**src/rtl/rf_pkg.sv**
```systemverilog
// rtl/rf_pkg.sv - shared widths, writeback slot record and requester enum for the register-file write arbiter
package rf_pkg;

    localparam int DATA_W = 32;
    localparam int ADDR_W = 5;

    typedef struct packed {
        logic              valid;
        logic [ADDR_W-1:0] rd;
        logic [DATA_W-1:0] data;
    } wb_slot_t;

    typedef enum logic {
        REQ_ALU = 1'b0,
        REQ_LSU = 1'b1
    } req_e;

endpackage

```
**src/rtl/rf_wb_arbiter_if.sv**
```systemverilog
// rtl/rf_wb_arbiter_if.sv - writeback requests, register-file write port and decode read/hazard signals
interface rf_wb_arbiter_if #(
    parameter int DATA_W = 32,
    parameter int ADDR_W = 5
);
    logic              alu_valid;
    logic              alu_ready;
    logic [ADDR_W-1:0] alu_rd;
    logic [DATA_W-1:0] alu_wdata;

    logic              lsu_valid;
    logic              lsu_ready;
    logic [ADDR_W-1:0] lsu_rd;
    logic [DATA_W-1:0] lsu_wdata;

    logic              rf_en;
    logic [ADDR_W-1:0] rf_rd;
    logic [DATA_W-1:0] rf_wdata;

    logic [ADDR_W-1:0] rs1;
    logic [ADDR_W-1:0] rs2;
    logic [DATA_W-1:0] rdata1_in;
    logic [DATA_W-1:0] rdata2_in;
    logic [DATA_W-1:0] rdata1_out;
    logic [DATA_W-1:0] rdata2_out;
    logic              rs1_pend;
    logic              rs2_pend;

    modport master (
        output alu_valid, alu_rd, alu_wdata,
        output lsu_valid, lsu_rd, lsu_wdata,
        output rs1, rs2, rdata1_in, rdata2_in,
        input  alu_ready, lsu_ready,
        input  rf_en, rf_rd, rf_wdata,
        input  rdata1_out, rdata2_out, rs1_pend, rs2_pend
    );

    modport slave (
        input  alu_valid, alu_rd, alu_wdata,
        input  lsu_valid, lsu_rd, lsu_wdata,
        input  rs1, rs2, rdata1_in, rdata2_in,
        output alu_ready, lsu_ready,
        output rf_en, rf_rd, rf_wdata,
        output rdata1_out, rdata2_out, rs1_pend, rs2_pend
    );

endinterface

```
**src/rtl/wb_slot.sv**
```systemverilog
// rtl/wb_slot.sv - one-entry writeback holding register; ready whenever empty or being drained this cycle
module wb_slot
    import rf_pkg::*;
(
    input  logic              clk,
    input  logic              rst_n,
    input  logic              in_valid,
    input  logic [ADDR_W-1:0] in_rd,
    input  logic [DATA_W-1:0] in_data,
    input  logic              grant,
    output logic              ready,
    output logic              load,
    output wb_slot_t          slot
);

    always_comb begin
        ready = !slot.valid || grant;
        load  = in_valid && ready;
    end

    // A reload on the grant edge wins over the clear, so the slot stays full.
    always_ff @(posedge clk or negedge rst_n) begin
        if (!rst_n) begin
            slot <= '0;
        end else if (load) begin
            slot.valid <= 1'b1;
            slot.rd    <= in_rd;
            slot.data  <= in_data;
        end else if (grant) begin
            slot.valid <= 1'b0;
        end
    end

endmodule

```
**src/rtl/rf_wb_arbiter.sv**
```systemverilog
// rtl/rf_wb_arbiter.sv - age-ordered ALU/LSU writeback arbiter with hazard flags; RF_WB_BYPASS_EN adds write-to-read bypass
module rf_wb_arbiter #(
    parameter int DATA_W = 32,
    parameter int ADDR_W = 5,
    parameter int CNT_W  = 16
) (
    input  logic              clk,
    input  logic              rst_n,
    rf_wb_arbiter_if.slave    bus,
    output logic [CNT_W-1:0]  conflict_cnt
);
    import rf_pkg::*;

    wb_slot_t          alu_slot;
    wb_slot_t          lsu_slot;
    wb_slot_t          win_slot;
    logic              alu_load;
    logic              lsu_load;
    logic              alu_grant;
    logic              lsu_grant;
    logic              grant_any;
    logic              both_full;
    req_e              older;
    req_e              older_nxt;
    logic [ADDR_W-1:0] win_rd;
    logic [DATA_W-1:0] win_data;

`ifdef RF_WB_BYPASS_EN
    localparam logic PEND_ON_GRANT = 1'b0;
`else
    localparam logic PEND_ON_GRANT = 1'b1;
`endif

    wb_slot u_alu_slot (
        .clk      (clk),
        .rst_n    (rst_n),
        .in_valid (bus.alu_valid),
        .in_rd    (bus.alu_rd),
        .in_data  (bus.alu_wdata),
        .grant    (alu_grant),
        .ready    (bus.alu_ready),
        .load     (alu_load),
        .slot     (alu_slot)
    );

    wb_slot u_lsu_slot (
        .clk      (clk),
        .rst_n    (rst_n),
        .in_valid (bus.lsu_valid),
        .in_rd    (bus.lsu_rd),
        .in_data  (bus.lsu_wdata),
        .grant    (lsu_grant),
        .ready    (bus.lsu_ready),
        .load     (lsu_load),
        .slot     (lsu_slot)
    );

    always_ff @(posedge clk or negedge rst_n) begin
        if (!rst_n) begin
            older <= REQ_LSU;
        end else begin
            older <= older_nxt;
        end
    end

    // A freshly loaded slot is always the younger one; simultaneous loads leave LSU older.
    always_comb begin
        older_nxt = older;
        if (alu_load) begin
            older_nxt = REQ_LSU;
        end else if (lsu_load) begin
            older_nxt = REQ_ALU;
        end
    end

    always_comb begin
        both_full = alu_slot.valid && lsu_slot.valid;
        alu_grant = 1'b0;
        lsu_grant = 1'b0;
        if (both_full) begin
            lsu_grant = (older == REQ_LSU);
            alu_grant = (older == REQ_ALU);
        end else begin
            alu_grant = alu_slot.valid;
            lsu_grant = lsu_slot.valid;
        end
        grant_any = alu_grant || lsu_grant;
        win_slot  = lsu_grant ? lsu_slot : alu_slot;
        win_rd    = grant_any ? win_slot.rd   : '0;
        win_data  = grant_any ? win_slot.data : '0;
    end

    always_comb begin
        bus.rf_en    = grant_any && (win_rd != '0);
        bus.rf_rd    = win_rd;
        bus.rf_wdata = win_data;
    end

    // Without bypass the granted slot still counts as pending: decode waits for the RF write.
    always_comb begin
        bus.rs1_pend = (bus.rs1 != '0) && (
            (alu_slot.valid && (!alu_grant || PEND_ON_GRANT) && alu_slot.rd == bus.rs1) ||
            (lsu_slot.valid && (!lsu_grant || PEND_ON_GRANT) && lsu_slot.rd == bus.rs1));
        bus.rs2_pend = (bus.rs2 != '0) && (
            (alu_slot.valid && (!alu_grant || PEND_ON_GRANT) && alu_slot.rd == bus.rs2) ||
            (lsu_slot.valid && (!lsu_grant || PEND_ON_GRANT) && lsu_slot.rd == bus.rs2));
    end

`ifdef RF_WB_BYPASS_EN
    always_comb begin
        bus.rdata1_out = (bus.rf_en && bus.rf_rd == bus.rs1) ? bus.rf_wdata : bus.rdata1_in;
        bus.rdata2_out = (bus.rf_en && bus.rf_rd == bus.rs2) ? bus.rf_wdata : bus.rdata2_in;
    end
`else
    always_comb begin
        bus.rdata1_out = bus.rdata1_in;
        bus.rdata2_out = bus.rdata2_in;
    end
`endif

    always_ff @(posedge clk or negedge rst_n) begin
        if (!rst_n) begin
            conflict_cnt <= '0;
        end else if (both_full && (conflict_cnt != {CNT_W{1'b1}})) begin
            conflict_cnt <= conflict_cnt + 1'b1;
        end
    end

endmodule

```
**src/flat_wrapper.sv**
```systemverilog
// flat-port wrapper written by rule: the top's interface ports become plain ports
module rf_wb_arbiter_flat import rf_pkg::*;
#(
    parameter int DATA_W = 32,
    parameter int ADDR_W = 5,
    parameter int CNT_W  = 16
)
  (clk, rst_n, conflict_cnt, bus_alu_valid, bus_alu_rd, bus_alu_wdata, bus_lsu_valid, bus_lsu_rd, bus_lsu_wdata, bus_rs1, bus_rs2, bus_rdata1_in, bus_rdata2_in, bus_alu_ready, bus_lsu_ready, bus_rf_en, bus_rf_rd, bus_rf_wdata, bus_rdata1_out, bus_rdata2_out, bus_rs1_pend, bus_rs2_pend);
  rf_wb_arbiter_if #(.DATA_W(DATA_W), .ADDR_W(ADDR_W)) bus_i ();
  input  logic clk;
  input  logic rst_n;
  output logic [CNT_W-1:0] conflict_cnt;
  input wire logic [$bits(bus_i.alu_valid)-1:0] bus_alu_valid;
  input wire logic [$bits(bus_i.alu_rd)-1:0] bus_alu_rd;
  input wire logic [$bits(bus_i.alu_wdata)-1:0] bus_alu_wdata;
  input wire logic [$bits(bus_i.lsu_valid)-1:0] bus_lsu_valid;
  input wire logic [$bits(bus_i.lsu_rd)-1:0] bus_lsu_rd;
  input wire logic [$bits(bus_i.lsu_wdata)-1:0] bus_lsu_wdata;
  input wire logic [$bits(bus_i.rs1)-1:0] bus_rs1;
  input wire logic [$bits(bus_i.rs2)-1:0] bus_rs2;
  input wire logic [$bits(bus_i.rdata1_in)-1:0] bus_rdata1_in;
  input wire logic [$bits(bus_i.rdata2_in)-1:0] bus_rdata2_in;
  output wire logic [$bits(bus_i.alu_ready)-1:0] bus_alu_ready;
  output wire logic [$bits(bus_i.lsu_ready)-1:0] bus_lsu_ready;
  output wire logic [$bits(bus_i.rf_en)-1:0] bus_rf_en;
  output wire logic [$bits(bus_i.rf_rd)-1:0] bus_rf_rd;
  output wire logic [$bits(bus_i.rf_wdata)-1:0] bus_rf_wdata;
  output wire logic [$bits(bus_i.rdata1_out)-1:0] bus_rdata1_out;
  output wire logic [$bits(bus_i.rdata2_out)-1:0] bus_rdata2_out;
  output wire logic [$bits(bus_i.rs1_pend)-1:0] bus_rs1_pend;
  output wire logic [$bits(bus_i.rs2_pend)-1:0] bus_rs2_pend;
  assign bus_i.alu_valid = bus_alu_valid;
  assign bus_i.alu_rd = bus_alu_rd;
  assign bus_i.alu_wdata = bus_alu_wdata;
  assign bus_i.lsu_valid = bus_lsu_valid;
  assign bus_i.lsu_rd = bus_lsu_rd;
  assign bus_i.lsu_wdata = bus_lsu_wdata;
  assign bus_i.rs1 = bus_rs1;
  assign bus_i.rs2 = bus_rs2;
  assign bus_i.rdata1_in = bus_rdata1_in;
  assign bus_i.rdata2_in = bus_rdata2_in;
  assign bus_alu_ready = bus_i.alu_ready;
  assign bus_lsu_ready = bus_i.lsu_ready;
  assign bus_rf_en = bus_i.rf_en;
  assign bus_rf_rd = bus_i.rf_rd;
  assign bus_rf_wdata = bus_i.rf_wdata;
  assign bus_rdata1_out = bus_i.rdata1_out;
  assign bus_rdata2_out = bus_i.rdata2_out;
  assign bus_rs1_pend = bus_i.rs1_pend;
  assign bus_rs2_pend = bus_i.rs2_pend;
  rf_wb_arbiter #(.DATA_W(DATA_W), .ADDR_W(ADDR_W), .CNT_W(CNT_W)) u_core (.clk(clk), .rst_n(rst_n), .bus(bus_i), .conflict_cnt(conflict_cnt));
endmodule
```
**config.mk**
```make
export PLATFORM = sky130hd
export DESIGN_NAME = rf_wb_arbiter_flat
export DESIGN_NICKNAME = d
export VERILOG_FILES = /design/src/rtl/rf_pkg.sv /design/src/rtl/rf_wb_arbiter_if.sv /design/src/rtl/wb_slot.sv /design/src/rtl/rf_wb_arbiter.sv /design/src/flat_wrapper.sv
export SDC_FILE = /design/constraint.sdc
export NUM_CORES = 1
export LEC_CHECK = 0
export ABC_AREA = 0
export CAP_MARGIN = 10
export CORE_MARGIN = 4
export CORE_UTILIZATION = 36
export CTS_BUF_LIST = sky130_fd_sc_hd__clkbuf_4 sky130_fd_sc_hd__clkbuf_8 sky130_fd_sc_hd__clkbuf_16
export CTS_CLUSTER_SIZE = 10
export DETAILED_ROUTE_END_ITERATION = 10
export PLACE_DENSITY_LB_ADDON = 0.15
export SLEW_MARGIN = 5
export SYNTH_ARGS = -nofsm -noshare
export SYNTH_HDL_FRONTEND = slang
export SYNTH_SLANG_ARGS = --single-unit
```
**constraint.sdc**
```tcl
create_clock -name clk -period 1.6 [get_ports clk]
set_input_delay 0.32 -clock clk [delete_from_list [all_inputs] [get_ports clk]]
set_output_delay 0.32 -clock clk [all_outputs]
set_load 0.02 [all_outputs]
```
==> reports/qor.csv, run 1 <==
stage,metric,value,unit
clock_network,cts_htree_levels,3,
clock_network,cts_tree,built,
yosys,syn_avg_cell_area,10.7,um2
worst_setup_path,cp-start-kind,register,
grt,grt_use_met1,22.0,%
placement,portBuffers,145,
placement,placed_area,0.00712,mm2
sta,fin_crit,2120,ps
route,wl_per_cell,20.3,um
grt,grt_max_degree,36,
worst_setup_path,worstPathCellList,"inv_2, a21boi_4, buf_6, buf_12, nand2_4, a21oi_4, buf_6",
layout,design_area,0.00833,mm2
route,drtAntennaViolNets,0,
yosys,synth_seq_cells,93,
grt,busiest_layer,met2,
route,first_pass_iters,6,
worst_setup_path,slowest_stage,dfstp_2,
worst_setup_path,cp_common_cell,buf_6,
sta,finalSetupViolCount,116,
worst_setup_path,critPathMaxStageDelay,540,ps
outcome,status,"complete, but fails checks",
route,routed_wl,16300,um
layout,antennaDiodeCount,0,
power,total_power,9.25,mW
outcome,failed_checks,negative setup slack,
worst_setup_path,required,1280,ps
route,drtIter0Drc,148,
clock_network,cts_buffer_depth,2,
yosys,synthDistinctLibCells,43,
worst_setup_path,end_kind,output port,
grt,grt_pass1_vias,4271,
placement,hpwl,11000,um
power,p_leak,3.66,nW
layout,num-fill-cells,1112,
floorplanning,die_h,126,um
grt,grt_util_met3,6.69,%
layout,final_nets,777,
flow_run,maxCapViolations,0,
floorplanning,die_w,126,um
route,drc,0,
sta,skew,5.70,ps
sta,fin_ws,-518,ps
grt,antenna_found_initial,0,
power,power_density,1110,mW/mm2
power,ir_drop,0.000713,V
worst_setup_path,cp.arrival,1800,ps
clock_network,cts_buffers,9,
floorplanning,initial_core_util,37.3,%
clock_network,clock_latency,350,ps
grt,use_met2,33.8,%
worst_setup_path,r2r_end,u_core.u_lsu_slot.slot[23],
route,viasPerCell,4.90,
sta,clock.fmax,472,MHz
clock_network,clkTransAtPathRegs,70,ps
worst_setup_path,rrSetupSlack,-230,ps
route,detailroute.via_count,3945,
yosys,ys_warn_count,0,
yosys,syn_nets,621,
clock_network,clockRootBuffer,clkbuf_16,
layout,layout-drive-gt1-share,52.3,%
sta,hold_viol_final,0,
layout,fin_util,61.9,%
sta,post-route-period-util,132,%
grt,grt_pass1_wl,24100,um
floorplanning,dieArea,0.0159,mm2
grt,track_usage,19.6,%
worst_setup_path,reg2reg_depth,9,
sta,slew_viol_final,0,
sta,relSlewSlack,76.2,%
floorplanning,rows,42,
clock_network,cts_sinks,93,
floorplanning,pin_count,274,
worst_hold_path,hold_path_class,input pin to asynchronous set/reset pin,
worst_setup_path,timing.rr.start,u_core.u_lsu_slot.slot[37],
layout,syn_to_final_growth,66.1,%
sta,worst_pin_slew,357,ps
placement,globalplace.congestion,0.820,
yosys,synth_cells,468,
sta,rsz0062_at_grt,yes,
floorplanning,fp.coreArea,0.0135,mm2
worst_setup_path,critPathMaxFanout,5,
grt,grt_overflow_total,0,
yosys,synth.cell_area,0.00501,mm2
yosys,synth_seq_area_share,46.4,%
worst_setup_path,path_class,register to output port,
## cells in the final DEF, fill, tap and decap left out, drive strengths merged, types with 3 or more instances in the layout
cell           count
nor2              12
bufinv             3
clkdlybuf4s50     82
nor3               4
dlygate4sd2       19
inv                3
o21ai              4
clkbuf            15
nand3              6
dfrtp             92
xnor2              5
nor4               7
buf              119
xor2              25
a21oi             40
nand4              5
nand2             84
mux2              76
## worst max-delay path: cells and delay by family, from the launching register on
family          cells  cell delay, ps
simple gates        1              50
buf+inv             4             490
compound gates      2             360
flops               1             540
## repair_timing
action	CTS	global route
hold buffers	1	0
pin swaps	20	34
endpoints found under the setup margin	123	101
gates resized for setup	271	107
setup buffers	8	10
cloned	9	5
endpoints found under the hold margin	20	0
## cells by family (layout without fill, tap and decap cells)
family	Yosys count	count (layout)	synth area share (%)
AOI/OAI and AO/OA	50	50	5.39
xor gates and xnor gates	30	30	5.24
adders and majority gates	1	1	0.249
buffers and inverters	86	247	12.6
DFF	93	93	46.4
muxes	78	78	17.5
and+or+nand+nor	130	130	12.6
## cell type report
| cell class | count | area (um2) | share of cell area, % |
|---|---|---|---|
| multi-input combinational | 289 | 2840 | 34.1 |
| tap | 176 | 220 | 2.64 |
| timing repair buffer | 228 | 2570 | 30.9 |
| inverter | 3 | 11.3 | 0.135 |
| sequential | 93 | 2340 | 28.1 |
| clock inverter | 6 | 110 | 1.32 |
| clock buffer | 10 | 239 | 2.87 |
## worst max path at each step
stage	cells after the start	endpoint	startpoint
6_report	7	bus_rf_wdata[22]	u_core.older
5_1_grt	7	bus_rf_wdata[7]	u_core.older
4_1_cts	8	bus_rf_wdata[1]	u_core.older
3_5_place_dp	6	bus_rs1_pend	bus_rs1[4]
3_3_place_gp	6	bus_rs2_pend	bus_rs2[1]
2_1_floorplan	5	bus_rf_rd[0]	u_core.older
## per-layer routing
metal	share of wire [%]	vias to the layer above	wire length, um
li1	-	1845	-
met1	38	1914	6260
met2	51	141	8400
met3	6.8	45	1120
met4	3.4	0	563
met5	0	-	0
## sequential cells by signal, indices dropped and copies added, names as in the netlist
name,flops
u_core.older,1
u_core.conflict_cnt,16
u_core.u_alu_slot.slot,38
u_core.u_lsu_slot.slot,38
## through the flow
step	hold WS, ps	setup WS (ps)	setup TNS, ps	instances
2_1_floorplan	24.4	-70.1	-1560	468
3_3_place_gp	260	-849	-29920	763
3_5_place_dp	254	-912	-29170	763
4_1_cts	418	-541	-22490	797
5_1_grt	429	-584	-31960	805
6_report	418	-518	-26360	805
## synthesized netlist by cell type, drive strengths merged
master,count,area [um2]
a21boi,1,11.3
a21oi,40,200
a31oi,1,6.26
a41oi,1,8.76
and2,2,15.0
and3,2,12.5
and4,2,18.8
buf,78,599
clkbuf,5,18.8
dfrtp,92,2300
dfstp,1,26.3
ha,1,12.5
inv,3,11.3
mux2,76,860
mux2i,2,20.0
nand2,84,323
nand2b,2,12.5
nand3,6,42.5
nand4,5,43.8
nor2,12,47.6
nor3,4,20.0
nor3b,1,7.51
nor4,7,65.1
nor4b,1,8.76
o2111ai,1,8.76
o21ai,4,20.0
o31ai,2,15.0
or4,2,15.0
xnor2,5,43.8
xor2,25,219
## power by group
part           total, mW  internal [mW]  switching [mW]
logic               3.64           1.99            1.65
registers           3.11           2.75           0.363
clock network       2.50           1.57           0.933
Power figures use the tool's default switching activity.
==> inputs of run 2 (changes only) <==
--- a/config.mk
+++ b/config.mk
@@ -12,7 +12,8 @@
 export CTS_BUF_LIST = sky130_fd_sc_hd__clkbuf_4 sky130_fd_sc_hd__clkbuf_8 sky130_fd_sc_hd__clkbuf_16
 export CTS_CLUSTER_SIZE = 10
 export DETAILED_ROUTE_END_ITERATION = 10
-export PLACE_DENSITY_LB_ADDON = 0.15
+export PLACE_DENSITY = 0.85
+export RECOVER_POWER = 100
 export SLEW_MARGIN = 5
 export SYNTH_ARGS = -nofsm -noshare
 export SYNTH_HDL_FRONTEND = slang
==> run 2 against run 1 <==
Effect of this change: the run still ends with negative setup slack left; die area stayed put; worst setup slack lost 67 ps; final cell count is 0.12% lower; combinational power rose by 4%; flip-flop and latch count unchanged; critical path type unchanged; largest power group unchanged; highest routed layer unchanged.
==> reports/qor.csv, run 2 (synthesis results as in run 1) <==
stage,metric,value,unit
grt,grt_pass1_wl,27000,um
power,total_power,9.32,mW
outcome,failed_checks,negative setup slack,
sta,fin_crit,2180,ps
clock_network,cts_tree,built,
worst_setup_path,slowest_stage,dfstp_2,
layout,design_area,0.00842,mm2
worst_setup_path,timing.rr.start,u_core.u_alu_slot.slot[37],
power,swShare,32.7,%
power,clockPowerShare,25.5,%
grt,grt_overflow_total,0,
layout,final_common_cell,dfrtp_1,
clock_network,cts_buffers,9,
layout,final_nets,776,
layout,final_cell_mix,"dfrtp_1, clkdlybuf4s50_1, mux2_4",
route,detailroute.via_count,4161,
sta,rsz0062_at_grt,yes,
power,combPwrFrac,40.8,%
power,p_leak,3.85,nW
route,first_pass_iters,4,
placement,hpwl,12000,um
worst_setup_path,critPathMaxStageDelay,550,ps
worst_setup_path,cp.arrival,1860,ps
clock_network,clkTransAtPathRegs,60,ps
layout,layout-drive-gt1-share,52.4,%
placement,globalplace.congestion,0.819,
layout,num-fill-cells,1036,
power,internal-power,6.27,mW
grt,antenna_found_initial,0,
flow_run,maxCapViolations,0,
worst_hold_path,min_path_cells,1,
sta,skew,5.26,ps
sta,hold_viol_final,0,
worst_setup_path,critPathMaxFanout,5,
route,routed_wl,18300,um
placement,pre_cts_slack,-940,ps
route,viasPerCell,5.18,
worst_setup_path,startpoint,u_core.older,
worst_setup_path,path_class,register to output port,
worst_setup_path,rrSetupSlack,-330,ps
floorplanning,dieArea,0.0159,mm2
clock_network,cts_htree_levels,3,
sta,slew_viol_final,0,
route,drtAntennaViolNets,0,
sta,fin_ws,-585,ps
worst_hold_path,hp-start,u_core.u_alu_slot.slot[16],
floorplanning,die_w,126,um
layout,syn_to_final_growth,67.9,%
worst_hold_path,holdPathEnd,u_core.u_alu_slot.slot[16],
grt,grt_pass1_vias,4745,
worst_setup_path,end_kind,output port,
route,drc,0,
route,wl_per_cell,22.8,um
grt,grt_max_degree,51,
worst_setup_path,cp-start-kind,register,
clock_network,cts_sinks,93,
clock_network,clockRootBuffer,clkbuf_16,
sta,relSlewSlack,51.9,%
placement,portBuffers,145,
grt,track_usage,21.9,%
floorplanning,pin_count,274,
route,drtIter0Drc,212,
layout,antennaDiodeCount,0,
power,seqPwrFrac,33.7,%
worst_setup_path,r2r_end,u_core.u_lsu_slot.slot[19],
floorplanning,initial_core_util,37.3,%
sta,post-route-period-util,137,%
layout,largestRegisters,"u_core.u_alu_slot.slot: 38 flops, u_core.u_lsu_slot.slot: 38 flops, u_core.conflict_cnt: 16 flops",
clock_network,cts_buffer_depth,2,
floorplanning,rows,42,
sta,worst_pin_slew,721,ps
floorplanning,die_h,126,um
clock_network,clock_latency,350,ps
sta,clock.fmax,458,MHz
placement,placed_area,0.00699,mm2
floorplanning,fp.coreArea,0.0135,mm2
worst_hold_path,hold_path_class,register to register,
power,switching_power,3.05,mW
power,ir_drop,0.000944,V
worst_setup_path,worstPathCellList,"inv_2, a21boi_4, buf_8, clkbuf_16, nand2_4, a21oi_4, buf_6",
power,power_density,1110,mW/mm2
worst_setup_path,required,1280,ps
worst_setup_path,reg2reg_depth,9,
layout,fin_util,62.6,%
sta,finalSetupViolCount,123,
outcome,status,"complete, but fails checks",
## run 2: changes by cell type in the layout (fill, tap and decap cells not counted), moves of 4 or more
cell     change
buf_12       -4
buf_6        -6
buf_8        +4
dfrtp_1      +6
dfrtp_2      -6
mux2_2      -47
mux2_4      +47
nand2_1      -5
nand2_2      +6
## run 2: critical path: cells and delay by family (launching register included)
| kind | cells | cell delay (ps) |
|---|---|---|
| compound gates | 2 | 360 |
| flops | 1 | 550 |
| buf+inv | 4 | 550 |
| simple gates | 1 | 50 |
## run 2: through the flow
stage	hold slack, ps	TNS [ps]	std cells
2_1_floorplan	24.4	-1560	468
3_3_place_gp	254	-32110	750
3_5_place_dp	264	-36290	750
4_1_cts	433	-31480	798
5_1_grt	538	-43910	804
6_report	509	-35570	804
## run 2: worst max path at each step
| stage | depth (start not counted) | end | slack, ps |
|---|---|---|---|
| 6_report | 7 | bus_rf_wdata[19] | -580 |
| 3_3_place_gp | 6 | bus_rs2_pend | -840 |
| 5_1_grt | 7 | bus_rf_wdata[19] | -620 |
| 2_1_floorplan | 5 | bus_rf_rd[0] | -70 |
| 4_1_cts | 7 | bus_rf_wdata[1] | -560 |
| 3_5_place_dp | 6 | bus_rs1_pend | -940 |
## run 2: what timing repair did
| action | 4_1_cts | 5_1_grt |
|---|---|---|
| setup buffers | 23 | 11 |
| setup endpoints to repair | 135 | 128 |
| pin swaps | 22 | 38 |
| gates resized for setup | 304 | 136 |
| endpoints found under the hold margin | 23 | 0 |
| hold buffers | 1 | 0 |
| gates cloned | 9 | 3 |
## run 2: area by class of cell
cell class,instances,area [um2],area share [%]
Multi-Input combinational cell,289,3040,36.2
Clock buffer,12,260,3.09
Timing Repair Buffer,227,2480,29.5
Inverter,3,11.3,0.134
Tap cell,176,220,2.62
Clock inverter,4,70.1,0.832
Sequential cell,93,2330,27.7
## run 2: power groups by stage
stage | logic, mW | registers (mW) | clock network (mW)
5_1_grt | 4.01 | 3.19 | 2.54
3_5_place_dp | 3.08 | 3.13 | 0
3_3_place_gp | 2.99 | 3.10 | 0
2_1_floorplan | 1.85 | 3.15 | 0
6_report | 3.80 | 3.14 | 2.38
4_1_cts | 3.46 | 3.09 | 2.42
## run 2: metal layers
layer	wire length [um]	up-vias	share of wire, %	GRT usage [%]
li1	-	1841	-	-
met1	6630	2079	36	23.6
met2	9800	181	54	40.8
met3	1090	60	5.9	4.87
met4	805	0	4.4	9.72
met5	0	-	0	0.619
